`src/rtl/vga_pkg.sv`:
```
// VGA display engine shared package: default timing, width helpers,
// colour slicing and the sync bundle carried down the pixel pipeline.
package vga_pkg;

  localparam int H_ACTIVE_D = 640;
  localparam int H_FP_D     = 16;
  localparam int H_SYNC_D   = 96;
  localparam int H_BP_D     = 48;
  localparam int V_ACTIVE_D = 480;
  localparam int V_FP_D     = 10;
  localparam int V_SYNC_D   = 2;
  localparam int V_BP_D     = 33;

  typedef struct packed {
    logic hs;
    logic vs;
    logic vb;
  } sync_t;

  function automatic int h_total(int a, int fp, int s, int bp);
    return a + fp + s + bp;
  endfunction

  function automatic int v_total(int a, int fp, int s, int bp);
    return a + fp + s + bp;
  endfunction

  // never zero, so a divide-by-one divider still gets a 1-bit counter
  function automatic int cnt_w(int n);
    return (n < 2) ? 1 : $clog2(n);
  endfunction

  function automatic logic [2:0] rgb_r(logic [7:0] c);
    return c[7:5];
  endfunction

  function automatic logic [2:0] rgb_g(logic [7:0] c);
    return c[4:2];
  endfunction

  function automatic logic [1:0] rgb_b(logic [7:0] c);
    return c[1:0];
  endfunction

  function automatic sync_t sync_idle(logic pol);
    return '{hs: ~pol, vs: ~pol, vb: 1'b0};
  endfunction

endpackage

```
`src/rtl/vga_timing.sv`:
```
// Pixel-tick divider, raster counters, raw syncs and frame origin pulse.
module vga_timing
  import vga_pkg::*;
#(
  parameter int H_ACTIVE = H_ACTIVE_D,
  parameter int H_FP     = H_FP_D,
  parameter int H_SYNC   = H_SYNC_D,
  parameter int H_BP     = H_BP_D,
  parameter int V_ACTIVE = V_ACTIVE_D,
  parameter int V_FP     = V_FP_D,
  parameter int V_SYNC   = V_SYNC_D,
  parameter int V_BP     = V_BP_D,
  parameter int CLK_DIV  = 2,
  parameter bit SYNC_POL = 1'b0,
  localparam int HT = h_total(H_ACTIVE, H_FP, H_SYNC, H_BP),
  localparam int VT = v_total(V_ACTIVE, V_FP, V_SYNC, V_BP),
  localparam int HW = cnt_w(HT),
  localparam int VW = cnt_w(VT)
) (
  input  logic          clk,
  input  logic          rst_n,
  output logic          pe,
  output logic [HW-1:0] hc,
  output logic [VW-1:0] vc,
  output logic          hs_raw,
  output logic          vs_raw,
  output logic          frame_start
);

  localparam int DW = cnt_w(CLK_DIV);

  logic [DW-1:0] div;
  logic          h_last;
  logic          v_last;

  // with CLK_DIV = 1 the counter never leaves 0, so pe stays high
  assign pe     = (div == DW'(CLK_DIV - 1));
  assign h_last = (hc == HW'(HT - 1));
  assign v_last = (vc == VW'(VT - 1));

  always_ff @(posedge clk or negedge rst_n) begin
    if (!rst_n) begin
      div <= '0;
    end else begin
      div <= pe ? '0 : div + DW'(1);
    end
  end

  always_ff @(posedge clk or negedge rst_n) begin
    if (!rst_n) begin
      hc          <= '0;
      vc          <= '0;
      frame_start <= 1'b0;
    end else begin
      frame_start <= pe && h_last && v_last;
      if (pe) begin
        if (h_last) begin
          hc <= '0;
          vc <= v_last ? '0 : vc + VW'(1);
        end else begin
          hc <= hc + HW'(1);
        end
      end
    end
  end

  always_comb begin
    hs_raw = ~SYNC_POL;
    vs_raw = ~SYNC_POL;
    if (hc >= HW'(H_ACTIVE + H_FP) &&
        hc <  HW'(H_ACTIVE + H_FP + H_SYNC))
      hs_raw = SYNC_POL;
    if (vc >= VW'(V_ACTIVE + V_FP) &&
        vc <  VW'(V_ACTIVE + V_FP + V_SYNC))
      vs_raw = SYNC_POL;
  end

endmodule

```
`src/rtl/vga_display_engine.sv`:
```
// Layered VGA output: painter compositor, two-tick pixel pipeline
// and a cursor position shadow that only moves at the start of vblank.
module vga_display_engine
  import vga_pkg::*;
#(
  parameter int H_ACTIVE = H_ACTIVE_D,
  parameter int H_FP     = H_FP_D,
  parameter int H_SYNC   = H_SYNC_D,
  parameter int H_BP     = H_BP_D,
  parameter int V_ACTIVE = V_ACTIVE_D,
  parameter int V_FP     = V_FP_D,
  parameter int V_SYNC   = V_SYNC_D,
  parameter int V_BP     = V_BP_D,
  parameter int CLK_DIV  = 2,
  parameter bit SYNC_POL = 1'b0,
  parameter int RGB_W    = 8,
  parameter int N_LAYERS = 3,
  parameter logic [RGB_W-1:0] KEY      = '0,
  parameter logic [RGB_W-1:0] BG_COLOR = '0
) (
  input  logic                      clk,
  input  logic                      rst_n,
  input  logic [N_LAYERS*RGB_W-1:0] layer_rgb,
  input  logic [N_LAYERS-1:0]       layer_en,
  input  logic [9:0]                mouse_x,
  input  logic [8:0]                mouse_y,
  input  logic                      mouse_we,
  output logic [9:0]                hpos,
  output logic [8:0]                vpos,
  output logic [9:0]                cur_x,
  output logic [8:0]                cur_y,
  output logic [2:0]                red,
  output logic [2:0]                green,
  output logic [1:0]                blue,
  output logic                      hsync,
  output logic                      vsync,
  output logic                      vblank,
  output logic                      frame_start
);

  localparam int HT = h_total(H_ACTIVE, H_FP, H_SYNC, H_BP);
  localparam int VT = v_total(V_ACTIVE, V_FP, V_SYNC, V_BP);
  localparam int HW = cnt_w(HT);
  localparam int VW = cnt_w(VT);

  logic          pe;
  logic [HW-1:0] hc;
  logic [VW-1:0] vc;
  logic          hs_raw;
  logic          vs_raw;

  vga_timing #(
    .H_ACTIVE (H_ACTIVE),
    .H_FP     (H_FP),
    .H_SYNC   (H_SYNC),
    .H_BP     (H_BP),
    .V_ACTIVE (V_ACTIVE),
    .V_FP     (V_FP),
    .V_SYNC   (V_SYNC),
    .V_BP     (V_BP),
    .CLK_DIV  (CLK_DIV),
    .SYNC_POL (SYNC_POL)
  ) u_timing (
    .clk         (clk),
    .rst_n       (rst_n),
    .pe          (pe),
    .hc          (hc),
    .vc          (vc),
    .hs_raw      (hs_raw),
    .vs_raw      (vs_raw),
    .frame_start (frame_start)
  );

  logic active;
  logic vb_raw;
  logic xfer;

  assign active = (hc < HW'(H_ACTIVE)) && (vc < VW'(V_ACTIVE));
  assign vb_raw = (vc >= VW'(V_ACTIVE));
  assign hpos   = active ? 10'(hc) : '0;
  assign vpos   = active ? 9'(vc) : '0;
  assign xfer   = pe && (hc == HW'(HT - 1)) &&
                  (vc == VW'(V_ACTIVE - 1));

  logic [N_LAYERS*RGB_W-1:0] s1_rgb;
  logic [N_LAYERS-1:0]       s1_en;
  logic                      s1_act;
  sync_t                     s1_sync;
  logic [RGB_W-1:0]          comp;
  logic [RGB_W-1:0]          color_q;
  sync_t                     s2_sync;

  // walk from the back so the lowest-index opaque layer wins
  always_comb begin
    comp = BG_COLOR;
    for (int i = N_LAYERS - 1; i >= 0; i--) begin
      if (s1_en[i] && s1_rgb[i*RGB_W +: RGB_W] != KEY)
        comp = s1_rgb[i*RGB_W +: RGB_W];
    end
  end

  always_ff @(posedge clk or negedge rst_n) begin
    if (!rst_n) begin
      s1_rgb  <= '0;
      s1_en   <= '0;
      s1_act  <= 1'b0;
      s1_sync <= sync_idle(SYNC_POL);
      color_q <= '0;
      s2_sync <= sync_idle(SYNC_POL);
    end else if (pe) begin
      s1_rgb  <= layer_rgb;
      s1_en   <= layer_en;
      s1_act  <= active;
      s1_sync <= '{hs: hs_raw, vs: vs_raw, vb: vb_raw};
      color_q <= s1_act ? comp : '0;
      s2_sync <= s1_sync;
    end
  end

  assign red    = rgb_r(8'(color_q));
  assign green  = rgb_g(8'(color_q));
  assign blue   = rgb_b(8'(color_q));
  assign hsync  = s2_sync.hs;
  assign vsync  = s2_sync.vs;
  assign vblank = s2_sync.vb;

  logic [9:0] pend_x;
  logic [8:0] pend_y;

  always_ff @(posedge clk or negedge rst_n) begin
    if (!rst_n) begin
      pend_x <= '0;
      pend_y <= '0;
      cur_x  <= '0;
      cur_y  <= '0;
    end else begin
      if (mouse_we) begin
        pend_x <= mouse_x;
        pend_y <= mouse_y;
      end
      // a write landing on the transfer edge goes straight through
      if (xfer) begin
        cur_x <= mouse_we ? mouse_x : pend_x;
        cur_y <= mouse_we ? mouse_y : pend_y;
      end
    end
  end

endmodule

```
`config.mk`:
```
export PLATFORM = sky130hd
export DESIGN_NAME = vga_display_engine
export DESIGN_NICKNAME = d
export VERILOG_FILES = /design/src/rtl/vga_pkg.sv /design/src/rtl/vga_timing.sv /design/src/rtl/vga_display_engine.sv
export SDC_FILE = /design/constraint.sdc
export NUM_CORES = 1
export LEC_CHECK = 0
export CORE_MARGIN = 2
export CORE_UTILIZATION = 30
export CTS_CLUSTER_DIAMETER = 150
export CTS_CLUSTER_SIZE = 24
export DETAILED_ROUTE_END_ITERATION = 10
export HOLD_SLACK_MARGIN = 0.02
export MAX_ROUTING_LAYER = met4
export PLACE_DENSITY = 0.48
export SYNTH_ARGS = -nofsm -noshare
export SYNTH_HDL_FRONTEND = slang
export SYNTH_SLANG_ARGS = --single-unit
```
`constraint.sdc`:
```
create_clock -name clk -period 4.4 [get_ports clk]
set_input_delay 0.88 -clock clk [delete_from_list [all_inputs] [get_ports clk]]
set_output_delay 0.88 -clock clk [all_outputs]
set_load 0.02 [all_outputs]
```
==> flow_summary.yaml <==
placed_design:
  routabilityCongestion: 0.7959
  dp_cells: 635
  dp_slack_ns: 1.453
  port_buffers: 98
  hpwl_mm: 7.374
timing:
  worst_slack_ns: 1.096
  rsz0062_at_grt: "false"
  relSlewSlack_pct: 34.61
  tns_ns: 0
  worst_clock_skew_ns: 0.008658
  slew_violations: 0
  worst_pin_slew_ns: 0.9777
  hold_viol_final: 0
  setup_viol: 0
  max_clock_freq_mhz: 302.6
  finalCritPeriodShare_pct: 75.10
  period_minus_slack_ns: 3.304
grt:
  grt_pass1_wl_mm: 16.98
  grt_overflow: 0
  grt_antenna_before_repair: 0
  grt_pass1_vias: 3272
  grt_start_max_net_pins: 53
  gr-usage-all-layers_pct: 13.87
cts:
  postCtsResizedCells: 0
  cts-root-buf: "clkbuf_16"
  clkSlewWorstSetupHoldPaths_ns: 0.07
  cts_sinks: 102
  clockBufferDepth: 2
  insertion_delay_ns: 0.35
  cts_tree: "yes"
  postCtsHoldBufs: 0
  cts_buffers: 9
  h-tree-depth: 3
  post_cts_buffers: 0
route:
  routed_wl_mm: 10.27
  firstDrtPassIters: 4
  vias_per_cell: 4.842
  wire_per_inst_um: 15.80
  vias: 3147
  antenna_left: 0
  drc: 0
  first_iter_violations: 170
logic_synthesis:
  yosys_most_used_dff: "dfrtp_1"
  synth_area_um2: 4479
  yosys_warnings: 0
  postSynthCellCount: 362
  synth_edf_count: 0
  synth_top_cell_area_share_pct: 54.75
  synth.area.top_cells: "dfrtp_1 (55%), mux2_2 (14%), mux2_1 (2.5%), nor2_1 (2.4%), dfstp_2 (2.3%)"
  synth-seq-cells: 102
  synth.largest_area_cell: "dfrtp_1"
  avgSynthCellArea_um2: 12.37
  synth_common_cells: "dfrtp_1 (98), mux2_2 (57), nor2_1 (29)"
  synth.most_common_cell: "dfrtp_1"
  synth_nets: 415
  ys_seq_area_share_pct: 57.09
  ys_types: 46
  async_flop_share_pct: 100.0
finish:
  area_growth_pct: 32.99
  fill_cells: 1417
  finalNetCount: 515
  drive_above_1_share_pct: 20.17
  fin_util_pct: 40.99
  final_cell_count_no_fill: 650
  n_antenna_cell: 0
power:
  comb_power_share_pct: 7.5
  power.density_nw_per_um2: 325.5
  p_int_mw: 1.512
  p_clk_share_pct: 41.3
  p_sw_uw: 427.0
  p_sw_share_pct: 22.02
  ir_worst_vdd_mv: 0.1682
  p_leak_nw: 2.581
  power_mw: 1.939
  p_seq_share_pct: 51.3
floorplanning:
  start_util_pct: 30.82
  rows: 44
  pin_count: 99
  fp.dieArea_um2: 15920
  die_x_um: 126.2
  coreArea_um2: 14530
  die_h_um: 126.2
critical_path:
  worst_setup_path_start_kind: "flip-flop"
  arrival_ns: 2.42
  crit_family: "buffers and inverters"
  path_buf_inv: 2
  max_stage_delay_ns: 0.61
  path_cells: "nand4_1 > nor2b_1 > buf_4 > nand2_1 > nor2_1 > clkdlybuf4s50_1"
  worstPathMaxFanout: 10
  crit_slowest_cell: "clkdlybuf4s50_1"
  required_ns: 3.52
  criticalPathCategory: "reg -> out"
  worst_setup_path_end_kind: "primary output"
outcome:
  status: "complete, no violations"
worst_hold_path:
  hp-class: "in -> async"
flow_run:
  maxCapViolCount: 0
placed cells by master, fill, tap and decap left out, drive strengths merged, types with 2 or more instances in the layout:
master,Yosys,layout
a31oi,3,3
clkdlybuf4s50,0,97
nand3,8,8
xor2,4,4
a221oi,7,7
xnor2,8,8
or4b,2,2
o221ai,2,2
inv,14,15
ha,4,4
clkinvlp,0,2
or4,4,4
clkbuf,6,10
buf,9,7
and3,17,17
a21oi,3,3
or3,3,3
nor4,3,3
nand4,6,6
dfrtp,98,98
nor2,29,29
o21ai,11,11
o32ai,8,8
nor2b,2,2
nand2,24,24
nor3,6,6
dfstp,4,4
mux2,67,67
per-layer routing:
metal,GRT usage (%),share of wire (%),wire length [µm]
met4,5.301,1.8,185
met3,3.229,4.4,453
met2,22.39,49,5046
met5,-,0,0
met1,16.95,45,4581
area by class of cell:
type                    instances  area [µm²]  share of cell area, %
clock buffers                  10       239.0                  4.012
clock inverters                 5       58.81                 0.9872
inverters                      14       52.55                 0.8822
multi-input cells             231        1794                  30.12
flip-flops and latches        102        2559                  42.95
well taps                     184       230.2                  3.865
repair buffers                104        1023                  17.18
flip-flops by register name, indices dropped and copies added, names as in the netlist, 3 cells and up:
name	count
cur_y	9
s1_sync	3
pend_x	10
u_timing.vc	10
s1_en	3
s1_rgb	24
u_timing.hc	10
color_q	8
pend_y	9
cur_x	10
stage by stage:
| step | cell area, µm² | hold WS [ns] |
|---|---|---|
| after global routing | 5957 | 0.4963 |
| final | 5957 | 0.4720 |
| after CTS | 5957 | 0.4854 |
| after floorplan | 4479 | 0.4649 |
| after detailed placement | 5659 | 0.4784 |
| after global placement | 5659 | 0.4709 |
power groups by stage:
stage	Sequential (mW)	Combinational (mW)	Clock (mW)
after floorplan	1.01	0.0540	0
after detailed placement	1.01	0.148	0
final	0.994	0.145	0.800
after global routing	0.999	0.160	0.873
after CTS	0.994	0.150	0.834
after global placement	1.01	0.146	0
final timing paths:
kind | from | to | slack [ns] | cells past startpoint
hold reg to reg | cur_x[9]$_DFFE_PN0P_ | cur_x[9]$_DFFE_PN0P_ | 0.49 | 1
min in group clk | cur_x[9]$_DFFE_PN0P_ | cur_x[9]$_DFFE_PN0P_ | 0.49 | 1
setup reg to reg | u_timing.hc[7]$_DFFE_PN0P_ | cur_x[3]$_DFFE_PN0P_ | 1.89 | 4
max in group asynchronous | rst_n | s1_sync[1]$_DFFE_PN1P_ | 3.03 | 2
setup / recovery | u_timing.vc[5]$_DFFE_PN0P_ | hpos[0] | 1.10 | 6
hold / removal | rst_n | u_timing.hc[1]$_DFFE_PN0P_ | 0.47 | 1
cells by family after synthesis:
group	synth area share [%]
AO/OA/AOI/OAI	6.369
XOR/XNOR	2.346
adder cells (fa/ha/maj)	1.117
buffers and inverters	2.849
flip-flops	57.09
multiplexers	17.07
AND/OR/NAND/NOR	13.16
Note: power is estimated with default switching activity, not from simulation.
